==> src/rtl/wdt_controller.sv <==
// Two-stage watchdog: the first timeout raises irq and reloads the counter.
// A second timeout, or a kick with the wrong key, pulses soc_fault toward the reset controller.
`ifndef BUS_WIDTH
`define BUS_WIDTH 32
`endif
`ifndef BUS_ACC_WIDTH
`define BUS_ACC_WIDTH 2
`endif
`ifndef XLEN
`define XLEN 32
`endif

module wdt_controller #(
  parameter int unsigned PRESCALE    = 1024,
  parameter logic [7:0]  FAULT_CAUSE = 8'h10,
  parameter logic [15:0] KICK_KEY    = 16'h5A5A
) (
  input  logic                      clk,
  input  logic                      rst,
  input  logic [3:0]                addr,
  input  logic                      w_rb,
  input  logic [`BUS_ACC_WIDTH-1:0] acc,
  output logic [`BUS_WIDTH-1:0]     rdata,
  input  logic [`BUS_WIDTH-1:0]     wdata,
  input  logic                      req,
  output logic                      resp,
  output logic                      fault,
  output logic                      irq,
  output logic                      soc_fault,
  output logic [7:0]                soc_fault_cause,
  output logic [`XLEN-1:0]          soc_fault_addr
);

  localparam int PW = $clog2(PRESCALE) + 1;
  localparam logic [PW-1:0] PS_MAX = PW'(PRESCALE - 1);

  // acc encoding: 0 = byte, 1 = halfword, 2 = word
  localparam logic [`BUS_ACC_WIDTH-1:0] ACC_2B = 1;
  localparam logic [`BUS_ACC_WIDTH-1:0] ACC_4B = 2;

  typedef enum logic [1:0] {
    IDLE,
    RUN,
    WARN,
    FIRE
  } state_t;

  state_t state;

  logic          en;
  logic          lock;
  logic [31:0]   load;
  logic [31:0]   cnt;
  logic [PW-1:0] presc;

  logic sel_ctrl;
  logic sel_kick;
  logic sel_load;
  logic sel_cnt;
  logic ok;
  logic valid;
  logic wr;
  logic rd;
  logic ctrl_w;
  logic kick_w;
  logic load_w;
  logic active;
  logic tick;
  logic good_key;

  logic [`BUS_WIDTH-1:0] rd_mux;

  assign sel_ctrl = (addr == 4'd0);
  assign sel_kick = (addr == 4'd2);
  assign sel_load = (addr == 4'd4);
  assign sel_cnt  = (addr == 4'd8);

  always_comb begin
    ok = 1'b0;
    unique case (1'b1)
      sel_ctrl: ok = (acc == ACC_2B) && !(w_rb && lock);
      sel_kick: ok = (acc == ACC_2B) && w_rb;
      sel_load: ok = (acc == ACC_4B) && !(w_rb && lock);
      sel_cnt:  ok = (acc == ACC_4B) && !w_rb;
      default:  ok = 1'b0;
    endcase
  end

  assign valid  = req && ok;
  assign fault  = req && !ok;
  assign wr     = valid && w_rb;
  assign rd     = valid && !w_rb;
  assign ctrl_w = wr && sel_ctrl;
  assign kick_w = wr && sel_kick;
  assign load_w = wr && sel_load;

  assign active   = (state == RUN) || (state == WARN);
  assign tick     = active && (presc == PS_MAX);
  assign good_key = (wdata[15:0] == KICK_KEY);

  always_comb begin
    rd_mux = '0;
    unique case (1'b1)
      sel_ctrl: rd_mux = {30'd0, lock, en};
      sel_load: rd_mux = load;
      sel_cnt:  rd_mux = cnt;
      default:  rd_mux = '0;
    endcase
  end

  assign soc_fault_cause = soc_fault ? FAULT_CAUSE : 8'h00;
  assign soc_fault_addr  = soc_fault ? load : '0;

  always_ff @(posedge clk or posedge rst) begin
    if (rst) begin
      state     <= IDLE;
      en        <= 1'b0;
      lock      <= 1'b0;
      load      <= 32'h0000_FFFF;
      cnt       <= 32'h0000_FFFF;
      presc     <= '0;
      rdata     <= '0;
      resp      <= 1'b0;
      irq       <= 1'b0;
      soc_fault <= 1'b0;
    end else begin
      resp      <= valid;
      soc_fault <= 1'b0;
      if (rd) begin
        rdata <= rd_mux;
      end
      if (load_w) begin
        load <= wdata;
      end
      if (ctrl_w) begin
        lock <= lock | wdata[1];
      end
      unique case (state)
        IDLE: begin
          if (ctrl_w && wdata[0]) begin
            en    <= 1'b1;
            cnt   <= load;
            presc <= '0;
            state <= RUN;
          end
        end
        RUN, WARN: begin
          // bus events beat a tick landing on the same edge
          if (kick_w && good_key) begin
            cnt   <= load;
            presc <= '0;
            irq   <= 1'b0;
            state <= RUN;
          end else if (kick_w) begin
            soc_fault <= 1'b1;
            state     <= FIRE;
          end else if (ctrl_w && !wdata[0]) begin
            en    <= 1'b0;
            irq   <= 1'b0;
            state <= IDLE;
          end else begin
            presc <= tick ? '0 : presc + PW'(1);
            if (tick) begin
              if (cnt != '0) begin
                cnt <= cnt - 32'd1;
              end else if (state == RUN) begin
                cnt   <= load;
                irq   <= 1'b1;
                state <= WARN;
              end else begin
                soc_fault <= 1'b1;
                state     <= FIRE;
              end
            end
          end
        end
        FIRE: begin
          en    <= 1'b0;
          irq   <= 1'b0;
          state <= IDLE;
        end
      endcase
    end
  end

endmodule

==> config.mk <==
export PLATFORM = sky130hd
export DESIGN_NAME = wdt_controller
export DESIGN_NICKNAME = d
export VERILOG_FILES = /design/src/rtl/wdt_controller.sv
export SDC_FILE = /design/constraint.sdc
export NUM_CORES = 1
export LEC_CHECK = 0
export ABC_CLOCK_PERIOD_IN_PS = 3590
export BUFFER_PORTS_ARGS = -buffer_cell sky130_fd_sc_hd__buf_2
export CORE_ASPECT_RATIO = 1.5
export CORE_MARGIN = 1
export CORE_UTILIZATION = 56
export DETAILED_ROUTE_END_ITERATION = 6
export HOLD_SLACK_MARGIN = 0.06
export PLACE_DENSITY_LB_ADDON = 0.12
export SLEW_MARGIN = 10
export SYNTH_ARGS = -nofsm -noshare
export SYNTH_HDL_FRONTEND = slang
export SYNTH_SLANG_ARGS = --single-unit
==> constraint.sdc <==
create_clock -name clk -period 3.59 [get_ports clk]
set_clock_uncertainty 0.2 [all_clocks]
set_input_delay 0 -clock clk [delete_from_list [all_inputs] [get_ports clk]]
set_output_delay 0 -clock clk [all_outputs]
set_load 0.01 [all_outputs]
==> results by group <==
Logic synthesis
  – Yosys warns: 0
  – Mean Syn Cell Area: 9.39 sq um
  – Number of synthesized flops with an enable pin: 0
  – Seq/Total Area, Yosys: 0.451
  – Top_reg_cell synth: dfrtp_1
  – Mapped cell area: 0.00642 sq mm
  – Register bit total from synthesis: 114
  – Synth unique cells: 60
  – Async SR Flop Fraction: 1.00
  – Cell count after synthesis: 684

Worst setup path
  – Critical path startpoint: cnt[16]
  – Crit-path slowest cell: or4_4
  – Worst Path Arrival: 3.66 ns
  – Cells along the critical path: or4_4, or4_4, nor3_4, buf_4, a21oi_2, or3_1, a221oi_2, dlygate4sd3_1
  – Kind of critical path: register to register
  – WP data required: 3.74 ns
  – CP max FO: 7
  – Crit. End Element: register
  – Delay of the slowest critical-path stage: 0.58 ns
  – Crit path top cell by count: or4_4
  – Crit Reg-Reg Startpoint: cnt[16]
  – CP startpoint kind: register
  – CP bufs+invs: 2
  – Delay-heaviest family, CP: simple AND/OR/NAND/NOR gates

Status
  – Outcome: complete, no violations

GRT
  – Global route overflow: 0
  – First-pass GRT wire length: 30,700 um
  – Largest net degree at the start of global routing: 65
  – Initial antenna violation count: 0
  – GRT Resource Usage Total: 0.344
  – Vias in the first global route: 6,254

Placement
  – Detailed Place HPWL: 12,200 um
  – Place WS: 0.540 ns
  – IO buf count: 110
  – Placed cell area: 0.00708 sq mm
  – Post-placement cell count: 906
  – Placer Congestion: 0.904

Drt
  – Vias per inst: 6.35
  – Drt drc: 0
  – Final WL: 19,300 um
  – First-iteration detailed-routing DRC count: 507
  – Detail-routed net length per standard cell: 19.7 um
  – Vias: 6,251
  – Antenna Nets Post-Route: 0
  – First-pass detailed-route iteration total: 5

Timing
  – Setup TNS: 0 ns
  – RSZ-0062 raised after global routing: false
  – Slew HR: 0.292
  – Final setup fails: 0
  – Fin worst setup slack: 0.0870 ns
  – Final Hold Vio Count: 0
  – Worst-Margin Slew: 1.06 ns
  – Min Tclk post-route: 3.50 ns
  – Slew Limit Fails: 0
  – Max Clk Rate: 285 MHz
  – Tcrit/Tclk final: 0.976

Floorplan
  – Core Area: 0.0111 sq mm
  – Initial core utilization: 0.578
  – Io pins: 118
  – Die extent in x: 89.4 um
  – Chip Height: 133 um
  – Die area: 0.0119 sq mm
  – Num rows: 47

Clock network
  – CTS tree: done
  – H-tree depth: 4
  – Clk sinks: 114
  – Max Root-Sink Buffers: 2
  – Root Driver: clkbuf_16
  – Clock-pin slew on the worst setup and hold paths: 0.05 ns
  – Number of CTS-inserted buffers: 17
  – Clk_lat worst skew: 0.42 ns

Finish
  – Synthesis-to-finish area growth: 27.0%
  – Commonest cells after routing, fill and taps aside: buf_2 (110), dfrtp_1 (82), nor2_1 (62)
  – Most common cell after layout, fill and taps aside: buf_2
  – Post-route cell area: 0.00816 sq mm
  – Nets: 872
  – Fill cells: 822
  – Ant diodes: 0
  – Non-Filler Instances: 984
  – Share of layout cells above drive strength 1: 0.286

Power and ir drop
  – Maximum vdd ir drop: 0.438 mV
  – Static leakage: 0.00353 uW
  – PD cells: 780 mW/mm^2

Flow run
  – Max cap viols: 0

Min path
  – Worst min path class: input port to async pin
-- final timing paths --
path                       slack, ns         to  cells after the start
min                             0.05   rdata[5]                      3
max in group asynchronous       2.33     cnt[1]                      4
max                             0.09   state[0]                      8
min in group clk                0.11  soc_fault                      5
min reg2reg                     0.32     cnt[7]                      1
max reg2reg                     0.09   state[0]                      8
-- synth_stat cells, types with 2 or more instances --
cell type | count | area (sq um)
dfrtp_1 | 82 | 2050
nor2_1 | 63 | 236
a21oi_1 | 53 | 265
a22oi_1 | 37 | 278
clkbuf_1 | 36 | 135
mux2_2 | 35 | 394
and2_1 | 33 | 206
dfstp_2 | 32 | 841
o21ai_0 | 28 | 140
nand2_1 | 27 | 101
nor3_1 | 19 | 95.1
inv_1 | 18 | 67.6
nor4_1 | 18 | 113
nand3_1 | 17 | 85.1
o211ai_1 | 15 | 113
nand4_1 | 14 | 87.6
a31oi_1 | 12 | 75.1
o22ai_1 | 11 | 68.8
buf_2 | 10 | 50.1
o2bb2ai_1 | 10 | 87.6
a211oi_1 | 9 | 67.6
buf_4 | 9 | 67.6
or3_1 | 9 | 56.3
a2bb2oi_1 | 6 | 52.6
ha_1 | 6 | 75.1
mux2i_1 | 6 | 60.1
o21ai_1 | 5 | 25.0
or4_1 | 5 | 37.5
a22o_1 | 4 | 35.0
and4b_1 | 4 | 40.0
buf_1 | 4 | 15.0
nor4b_1 | 4 | 35.0
a21o_1 | 3 | 22.5
a41oi_1 | 3 | 26.3
nor2b_1 | 3 | 18.8
nor3b_1 | 3 | 22.5
o21a_1 | 3 | 22.5
o22a_1 | 3 | 26.3
a211o_1 | 2 | 17.5
and3_1 | 2 | 12.5
o31ai_1 | 2 | 15.0
-- cell type report --
class                   instances  area [sq um]  area share
clock inverters                10           133      0.0163
multi-input cells             498          3240       0.397
well taps                     147           184      0.0225
clock buffers                  22           474      0.0581
repair buffers                175          1170       0.143
flip-flops and latches        114          2890       0.355
inverters                      18          70.1     0.00859
-- repair_timing --
action | CTS | global route
hold buffers | 46 | 0
endpoints found under the setup margin | 0 | 1
hold endpoints to repair | 97 | 0
buffers inserted | 0 | 0
resized for setup | 0 | 2
-- sequential cells by signal (all words and copies together), names as in the netlist --
name and cells:
lock 1, state 2, irq 1, presc 11, resp 1, cnt 32
soc_fault 1, en 1, rdata 32, load 32
-- stage by stage --
| step | hold slack (ns) | total power, uW | util |
|---|---|---|---|
| 6_report | 0.0549 | 6360 | 0.734 |
| 5_1_grt | 0.124 | 6690 | 0.734 |
| 4_1_cts | 0.0908 | 6290 | 0.733 |
| 2_1_floorplan | -0.0834 | 3750 | - |
| 3_5_place_dp | -0.0391 | 4500 | 0.637 |
| 3_3_place_gp | -0.0429 | 4430 | 0.637 |
-- worst register-to-register path, stage by stage, from the launching register on --
cell and delay [ns]:
dfrtp_1 0.41, or4_4 0.58, or4_4 0.50, nor3_4 0.25, buf_4 0.20, a21oi_2 0.10, or3_1 0.37, a221oi_2 0.26
dlygate4sd3_1 0.58
-- kinds of logic after synthesis --
logic type	synth area share
adder cells (fa/ha/maj)	0.0117
other	0.000584
buffers and inverters	0.0540
multiplexers	0.0707
flip-flops	0.451
XOR/XNOR	0.00136
AND/OR/NAND/NOR	0.191
AO/OA/AOI/OAI	0.220
-- per-layer routing --
metal	wire length (um)	GRT usage
met5	0	0
met4	884	0.215
met3	1270	0.0651
met2	9910	0.570
met1	7260	0.402
-- power breakdown --
| group | leakage, uW | internal [uW] | switching, uW | total, uW |
|---|---|---|---|---|
| clock | 0.000292 | 1140 | 590 | 1730 |
| sequential | 0.00139 | 1680 | 361 | 2040 |
| combinational | 0.00185 | 1010 | 1580 | 2590 |
No activity file was read; power rests on OpenSTA's default activity.
